==> config.mk <==
export PLATFORM = sky130hd
export DESIGN_NAME = word_arbiter
export DESIGN_NICKNAME = d
export VERILOG_FILES = /design/src/rtl/word_arbiter.sv
export SDC_FILE = /design/constraint.sdc
export NUM_CORES = 1
export LEC_CHECK = 0
export ABC_AREA = 1
export CAP_MARGIN = 20
export CORE_ASPECT_RATIO = 0.6
export CORE_MARGIN = 5
export CORE_UTILIZATION = 60
export CTS_CLUSTER_SIZE = 30
export DETAILED_ROUTE_END_ITERATION = 8
export DONT_BUFFER_PORTS = 1
export GPL_TIMING_DRIVEN = 0
export HOLD_SLACK_MARGIN = 0.02
export PLACE_DENSITY = 0.75
export SLEW_MARGIN = 40
export SYNTH_ARGS = -nofsm -noshare
export SYNTH_HDL_FRONTEND = slang
export SYNTH_SLANG_ARGS = --single-unit
==> constraint.sdc <==
create_clock -name clock -period 4.6 [get_ports clock]
set_clock_uncertainty 0.05 [all_clocks]
set_input_delay 0.92 -clock clock [delete_from_list [all_inputs] [get_ports clock]]
set_output_delay 0.92 -clock clock [all_outputs]
set_load 0.05 [all_outputs]
==> src/rtl/word_arbiter.sv <==
// Two-requester arbiter in front of a single Q-without-U word checker.
// One requester at a time owns the checker for a whole word. Its bytes are
// forwarded one cycle late on chk_byte. The checker's verdict is captured in
// the cycle where the terminating zero byte is on chk_byte. A word longer than
// MAX_WORD is cut short with a forced zero, and the rest of that word is
// discarded.
//
// Ports
//   clock, reset             : rising-edge clock, synchronous active-high reset
//   req_valid[1:0]           : per-requester byte valid
//   req_byte0, req_byte1     : per-requester byte, 8'd0 ends a word
//   req_ready[1:0]           : per-requester accept (valid & ready transfers)
//   chk_byte                 : registered byte stream to the checker
//   chk_result               : checker verdict, meaningful while chk_byte == 0
//   grant[1:0]               : one-hot current owner, 2'b00 when idle
//   res_valid[1:0]           : one-cycle result pulse for the owning requester
//   res_match, res_overflow  : result qualifiers, only meaningful with res_valid
//   match_count              : saturating count of matched words
module word_arbiter #(
  parameter logic [7:0]  IDLE_BYTE = 8'd32,
  parameter int unsigned MAX_WORD  = 64
) (
  input  logic        clock,
  input  logic        reset,
  input  logic [1:0]  req_valid,
  input  logic [7:0]  req_byte0,
  input  logic [7:0]  req_byte1,
  output logic [1:0]  req_ready,
  output logic [7:0]  chk_byte,
  input  logic        chk_result,
  output logic [1:0]  grant,
  output logic [1:0]  res_valid,
  output logic        res_match,
  output logic        res_overflow,
  output logic [15:0] match_count
);

  localparam logic [7:0] MaxCnt = 8'(MAX_WORD);

  typedef enum logic [1:0] {StIdle, StStream, StTerm, StDrain} state_e;

  state_e      state_q, state_d;
  logic [1:0]  grant_q, grant_d;
  logic        ptr_q, ptr_d;              // requester served last
  logic [7:0]  chk_byte_q, chk_byte_d;
  logic [7:0]  cnt_q, cnt_d;
  logic        cap_q, cap_d;              // chk_byte_q is a terminator: sample chk_result
  logic        cap_ovf_q, cap_ovf_d;
  logic [1:0]  cap_owner_q, cap_owner_d;
  logic [1:0]  res_valid_q, res_valid_d;
  logic        res_match_q, res_match_d;
  logic        res_overflow_q, res_overflow_d;
  logic [15:0] match_count_q, match_count_d;

  logic       own_valid;
  logic [7:0] own_byte;
  logic       own_zero;
  logic       force_term;
  logic       accept;

  assign own_valid  = |(req_valid & grant_q);
  assign own_byte   = grant_q[1] ? req_byte1 : req_byte0;
  assign own_zero   = (own_byte == 8'd0);
  // Word already at its limit and the owner offers yet another non-zero byte.
  assign force_term = (state_q == StStream) && (cnt_q == MaxCnt) && own_valid && !own_zero;

  always_comb begin
    req_ready = 2'b00;
    if ((state_q == StStream && !force_term) || state_q == StDrain) begin
      req_ready = grant_q;
    end
  end

  assign accept = |(req_valid & req_ready);

  always_comb begin
    state_d        = state_q;
    grant_d        = grant_q;
    ptr_d          = ptr_q;
    chk_byte_d     = IDLE_BYTE;
    cnt_d          = cnt_q;
    cap_d          = 1'b0;
    cap_ovf_d      = cap_ovf_q;
    cap_owner_d    = cap_owner_q;
    res_valid_d    = 2'b00;
    res_match_d    = 1'b0;
    res_overflow_d = 1'b0;
    match_count_d  = match_count_q;

    if (cap_q) begin
      res_valid_d    = cap_owner_q;
      res_match_d    = chk_result;
      res_overflow_d = cap_ovf_q;
      if (chk_result && match_count_q != 16'hFFFF) begin
        match_count_d = match_count_q + 16'd1;
      end
    end

    unique case (state_q)
      StIdle: begin
        grant_d = 2'b00;
        if (req_valid != 2'b00) begin
          state_d = StStream;
          cnt_d   = 8'd0;
          if (req_valid == 2'b11) begin
            grant_d = ptr_q ? 2'b01 : 2'b10;
          end else begin
            grant_d = req_valid;
          end
        end
      end
      StStream: begin
        if (force_term) begin
          state_d = StTerm;
        end else if (accept) begin
          chk_byte_d = own_byte;
          if (own_zero) begin
            state_d     = StIdle;
            grant_d     = 2'b00;
            ptr_d       = grant_q[1];
            cap_d       = 1'b1;
            cap_ovf_d   = 1'b0;
            cap_owner_d = grant_q;
          end else begin
            cnt_d = cnt_q + 8'd1;
          end
        end
      end
      StTerm: begin
        chk_byte_d  = 8'd0;
        state_d     = StDrain;
        cap_d       = 1'b1;
        cap_ovf_d   = 1'b1;
        cap_owner_d = grant_q;
      end
      StDrain: begin
        if (accept && own_zero) begin
          state_d = StIdle;
          grant_d = 2'b00;
          ptr_d   = grant_q[1];
        end
      end
      default: state_d = StIdle;
    endcase
  end

  always_ff @(posedge clock) begin
    if (reset) begin
      state_q        <= StIdle;
      grant_q        <= 2'b00;
      ptr_q          <= 1'b1;
      chk_byte_q     <= 8'd0;
      cnt_q          <= 8'd0;
      cap_q          <= 1'b0;
      cap_ovf_q      <= 1'b0;
      cap_owner_q    <= 2'b00;
      res_valid_q    <= 2'b00;
      res_match_q    <= 1'b0;
      res_overflow_q <= 1'b0;
      match_count_q  <= 16'd0;
    end else begin
      state_q        <= state_d;
      grant_q        <= grant_d;
      ptr_q          <= ptr_d;
      chk_byte_q     <= chk_byte_d;
      cnt_q          <= cnt_d;
      cap_q          <= cap_d;
      cap_ovf_q      <= cap_ovf_d;
      cap_owner_q    <= cap_owner_d;
      res_valid_q    <= res_valid_d;
      res_match_q    <= res_match_d;
      res_overflow_q <= res_overflow_d;
      match_count_q  <= match_count_d;
    end
  end

  assign grant        = grant_q;
  assign chk_byte     = chk_byte_q;
  assign res_valid    = res_valid_q;
  assign res_match    = res_match_q;
  assign res_overflow = res_overflow_q;
  assign match_count  = match_count_q;

endmodule

# After elaboration in Yosys (flattened, before gate mapping)
# Index checks and enable logic that the tools add are counted.
# W data, S select, Z words.
[totals] ff_bits=45 latch_bits=0 ramBits=0 mem_bits_ro=0 output_inout_bits=32 memories=0
[classes] n_addsub=2 multipliers=0 n_div=0 n_lt_le_gt_ge=0 n_eq_ne=14 shift=0 muxes=38 bitwise=3 reduce_logical=25
[ops] cell="$mux W8" count=7
[ops] cell="$pmux W8 S2" count=2
[ops] cell="$mux W2" count=13
[ops] cell="$add A16 B1 Y16 const B" count=1
[ops] cell="$ne A16 B16 Y1 const B" count=1
[ops] cell="$reduce_and A5 Y1" count=3
[ops] cell="$mux W1" count=10
[ops] cell="$ne A2 B2 Y1 const B" count=5
[ops] cell="$add A8 B1 Y8 const B" count=1
[ops] cell="$eq A8 B7 Y1 const B" count=1
[ops] cell="$logic_not A8 Y1" count=1
[ops] cell="$pmux W2 S4" count=1
[ops] cell="$reduce_and A4 Y1" count=2
[ops] cell="$reduce_bool A2 Y1" count=4
[ops] cell="$eq A2 B2 Y1 const B" count=3
[ops] cell="$logic_and A1 B1 Y1" count=6
[ops] cell="$ne A3 B3 Y1 const B" count=2
[ops] cell="$pmux W1 S2" count=3
[ops] cell="$pmux W2 S3" count=1
[ops] cell="$reduce_or A2 Y1" count=3
[ops] cell="$and A2 B2 Y2" count=2
[ops] cell="$pmux W2 S2" count=1
[ops] cell="$reduce_bool A3 Y1" count=1
[ops] cell="$eq A2 B1 Y1 const B" count=1
[ops] cell="other kinds (6)" count=7

# Longest topological paths before layout
[depth] ltp_word=13 mapped_depth=17 mapped_depth_nobuf=14

# Worst setup path after synthesis
# Ideal clock, no wire load.
[synth_path] kind="input port to output port" startpoint="input req_byte1[7]" endpoint="output req_ready[0]" t_arrival_ns=2.188 required_time_ns=3.630 path_slack_ns=1.442 path_stages=11 path_cell_list="inv_1 nand2_1 nand2_1 nand2_1 nor2_2 nand2_2 nand2_2 nand2_2 nand2_2 inv_1 nor2_1"
[synth_between] elab_chain_len=8
[synth_rtl] element="start, declared" line_no="27" rtl="input logic [7:0] req_byte1,"
[synth_rtl] element="$mux W8" line_no="62" rtl="assign own_byte = grant_q[1] ? req_byte1 : req_byte0;"
[synth_rtl] element="$logic_not A8 Y1" line_no="63" rtl="assign own_zero = (own_byte == 8'd0);"
[synth_rtl] element="$logic_not A1 Y1" line_no="65" rtl="assign force_term = (state_q == StStream) && (cnt_q == MaxCnt) && own_valid && !own_zero;"
[synth_rtl] element="$logic_and A1 B1 Y1" line_no="65"
[synth_rtl] element="$logic_not A1 Y1" line_no="69" rtl="if ((state_q == StStream && !force_term) || state_q == StDrain) begin"
[synth_rtl] element="$logic_and A1 B1 Y1" line_no="69"
[synth_rtl] element="$logic_or A1 B1 Y1" line_no="69"
[synth_rtl] element="$mux W2" line_no="69"
[synth_rtl] element="end, declared" line_no="28" rtl="output logic [1:0] req_ready,"
# No other way between the ends.

==> impl_results.rst <==
.. list-table::
   :header-rows: 1

   * - Metric
     - Value
   * - Post-CTS Setup Bufs
     - 0
   * - Overall die area
     - between 0.005 and 0.006 sq mm
   * - Type of element launching the critical path
     - register
   * - Fraction of post-synthesis cell area in the top cell type by area
     - 0.364
   * - Worst rel slew slack
     - 0.538
   * - Sinks on the clock net
     - 45
   * - CTS H-Tree Depth
     - 2
   * - Violation count after the first detailed-routing iteration
     - a little under 100
   * - Number of distinct library cells after synthesis
     - 33
   * - Vias after detailed routing
     - roughly 2.2k
   * - Number of resized instances in the post-cts repair step
     - 0
   * - HPWL reported at the end of detailed placement
     - 4110 um
   * - Boundary pin count
     - 53
   * - Final weighted congestion in routability-driven placement
     - 0.865
   * - Main combinational cell family by area after synthesis
     - simple AND/OR/NAND/NOR gates
   * - Compound-Gate Fraction of Synth Area
     - 0.0951
   * - Xor/xnor share of the synthesized area
     - 0.0319
   * - Area occupied by multi-input gates
     - around 0.0013 sq mm
   * - Yosys synthesis warning count
     - 0
   * - Number of buffers inserted for hold repair after clock tree synthesis
     - 0
   * - Number of global-route vias before repair
     - about 1.9k
   * - Result of the run
     - completed
   * - Commonest cells in the synthesized netlist
     - 81 x sky130_fd_sc_hd__nand2_1, 56 x sky130_fd_sc_hd__inv_1, 56 x sky130_fd_sc_hd__nor2_1, 45 x sky130_fd_sc_hd__dfxtp_1, 19 x sky130_fd_sc_hd__a21oi_1
   * - Average cell area after synthesis
     - 6.78 sq um
   * - Most numerous cell in the Yosys netlist
     - sky130_fd_sc_hd__nand2_1
   * - Antenna Nets Post-Route
     - 0
   * - Synthesis-to-finish area growth
     - 7.39%
   * - Core Util, Final
     - 0.655
   * - Count of flip-flops with a built-in enable after synthesis
     - 0
   * - Initial standard-cell utilization of the core
     - 0.610
   * - Via count normalized by instance count
     - about 5
   * - Nets
     - roughly 400
   * - Type of destination of the critical path
     - output pin
   * - Clock-pin slew on the worst setup and hold paths
     - approximately 0.090 ns
   * - Share of the cycle needed by the critical path after routing
     - 0.684
   * - Total of flip-flops plus latches after synthesis
     - between 40 and 50
   * - Actual transition at the worst max-transition pin
     - between 0.6 and 0.7 ns
   * - Setup repair after global routing missed its margin
     - false
   * - Critical-path maximum fanout
     - 9
   * - Area share of fa/ha/maj cells after synthesis
     - 0.0405
   * - Max Buffers Root-to-Sink
     - 2
   * - Gr usage total
     - 0.199
   * - Power per unit of standard cell area
     - 510 mW/mm^2
   * - CTS tree
     - yes
   * - Root cell of the clock tree
     - sky130_fd_sc_hd__clkbuf_8
   * - Total standard cell area after synthesis
     - ~0.0025 sq mm
   * - Number of nets produced by synthesis
     - slightly below 400
   * - Fraction of final layout cells with drive strength greater than 1
     - 0.110
   * - Height of the die
     - approximately 60 um
   * - Multiplexer area fraction after synthesis
     - 0
   * - Synth Area in Simple Gates
     - 0.340
   * - Detailed Routing Iterations Pass 1
     - 4
   * - Total DRC errors in the routed layout
     - 0
   * - Storage cell area
     - about 900 sq um
   * - Number of endpoints failing setup at the final stage
     - 0
   * - Sum of negative setup slack
     - 0 ns
   * - Synth area leaders
     - sky130_fd_sc_hd__dfxtp_1 36%, sky130_fd_sc_hd__nand2_1 12%, sky130_fd_sc_hd__inv_1 8.5%, sky130_fd_sc_hd__nor2_1 8.5%, sky130_fd_sc_hd__ha_1 4.0%
   * - Required time of the critical path
     - ~3.6 ns
   * - Worst hold-check path type
     - reg2reg
   * - Most frequently used flop master after synthesis
     - sky130_fd_sc_hd__dfxtp_1
   * - VDD IR max
     - between 0.2 and 0.3 mV
   * - Fin crit period
     - around 3.1 ns
   * - Row count
     - 18
   * - First-pass GRT wire length
     - around 8700 um
   * - # fillers
     - roughly 380
   * - Count of port buffers added during placement
     - 0
   * - Routed length per instance
     - 12.7 um
   * - Maximum number of pins on one net before global-route repair
     - 16
   * - Maximum operating frequency
     - ~320 MHz
   * - Worst setup path category
     - reg2out
   * - Die boundary width
     - around 93 um
   * - Final number of max-transition violations
     - 0
   * - Arrival time at the worst endpoint
     - approximately 2.2 ns
   * - Cell type with the highest aggregate area in the netlist
     - sky130_fd_sc_hd__dfxtp_1
   * - Antenna diode count
     - 0
   * - Max-capacitance violation count
     - 0
   * - Fin. Hold Viols
     - 0
   * - Number of instances in the synthesized netlist
     - about 370
   * - Cell leakage power
     - about 1.2 nW
   * - TritonCTS buffer count
     - 5
   * - Clk Latency, worst-skew pair
     - 0.30 ns
   * - Core ar.
     - around 0.004 sq mm
   * - Antenna violations before repair
     - 0
   * - Routed wire length
     - around 5400 um
   * - Grt total ovfl
     - 0
   * - Async set-or-reset flop fraction in the synthesized netlist
     - 0
   * - Share of synthesized area occupied by flip-flops and latches
     - 0.364
[stage by stage]
step                worst slack (ns)  total power [mW]  area, sq um  hold WS [ns]  std cells
floorplan                       1.44             0.951         2470         0.358        365
global placement                1.30              1.04         2540         0.369        415
detailed placement              1.28              1.05         2540         0.374        415
CTS                             1.22              1.36         2650         0.387        423
global route                    1.25              1.45         2660         0.416        423
finish                          1.46              1.36         2660         0.386        423
[registers in the layout, indices dropped and copies added, names as in the netlist, named ones only]
name / count
match_count: 16
chk_byte: 8
cnt_q: 8
cap_owner_q: 2
grant: 2
res_valid: 2
cap_ovf_q: 1
cap_q: 1
ptr_q: 1
res_match: 1
res_overflow: 1
state_q: 1
[where the power goes]
group,switching [mW],internal [mW]
clock,0.141,0.163
sequential,0.0666,0.433
combinational,0.362,0.190
[kinds of logic (layout without fill, tap and decap cells)]
kind of cell	Yosys count	after routing
buffers and inverters	70	78
DFF	45	45
and+or+nand+nor	193	193
adders and majority gates	8	8
xor gates and xnor gates	9	9
AOI/OAI and AO/OA	40	40
[critical path: stages (launching register included)]
cell	delay, ns
sky130_fd_sc_hd__dfxtp_1	0.36
sky130_fd_sc_hd__inv_1	0.10
sky130_fd_sc_hd__ha_1	0.18
sky130_fd_sc_hd__buf_2	0.19
sky130_fd_sc_hd__nand2_1	0.09
sky130_fd_sc_hd__nor3_1	0.04
sky130_fd_sc_hd__nand2_1	0.08
sky130_fd_sc_hd__nor2_1	0.06
sky130_fd_sc_hd__nand2_2	0.08
sky130_fd_sc_hd__nand2_2	0.06
sky130_fd_sc_hd__nand2_2	0.11
sky130_fd_sc_hd__inv_1	0.08
sky130_fd_sc_hd__nor2_2	0.44
[worst paths after layout]
| path | startpoint | endpoint | slack, ns | cells past startpoint |
|---|---|---|---|---|
| setup reg to reg | match_count[5]$_SDFFE_PP0P_ | match_count[10]$_SDFFE_PP0P_ | 2.18 | 11 |
| hold reg to reg | cap_owner_q[1]$_SDFFE_PP0P_ | res_valid[1]$_SDFF_PP0_ | 0.39 | 2 |
| hold / removal | cap_owner_q[1]$_SDFFE_PP0P_ | res_valid[1]$_SDFF_PP0_ | 0.39 | 2 |
| setup / recovery | register | req_ready[0] | 1.46 | 12 |
[cell usage in the layout (no fill, tap or decap), types with 2 or more instances in the layout]
cell type                   n
sky130_fd_sc_hd__inv_2      2
sky130_fd_sc_hd__nor4_1     3
sky130_fd_sc_hd__xor2_1     9
sky130_fd_sc_hd__nor2_1    54
sky130_fd_sc_hd__o21ai_1    2
sky130_fd_sc_hd__clkbuf_8   5
sky130_fd_sc_hd__clkbuf_1   3
sky130_fd_sc_hd__a31oi_1    2
sky130_fd_sc_hd__dfxtp_1   45
sky130_fd_sc_hd__nor2_2     5
sky130_fd_sc_hd__o211ai_1   2
sky130_fd_sc_hd__buf_6      3
sky130_fd_sc_hd__nand2_2   14
sky130_fd_sc_hd__buf_4      2
sky130_fd_sc_hd__nand3b_1   2
sky130_fd_sc_hd__ha_1       8
sky130_fd_sc_hd__nand2_1   81
sky130_fd_sc_hd__nor3b_1    2
sky130_fd_sc_hd__nand3_1   17
sky130_fd_sc_hd__inv_1     56
sky130_fd_sc_hd__nand4_1    5
sky130_fd_sc_hd__a21oi_1   19
sky130_fd_sc_hd__o21ai_0   10
sky130_fd_sc_hd__nor3_1     9
[area by class of cell]
class,instances,area share
multi-input cells,250,0.474
clock inverters,3,0.0174
flip-flops and latches,45,0.339
clock buffers,5,0.0259
plain buffers,10,0.0320
well taps,50,0.0236
inverters,60,0.0876
[per-layer routing]
metal  up-vias  part of all wire  GRT usage
met4         0            0.0026     0.0313
met1       951              0.50      0.291
met5         -                 0          0
met2        75              0.40      0.288
li1       1147                 -          -
met3         2             0.094     0.0704
No activity file was read; power rests on OpenSTA's default activity.
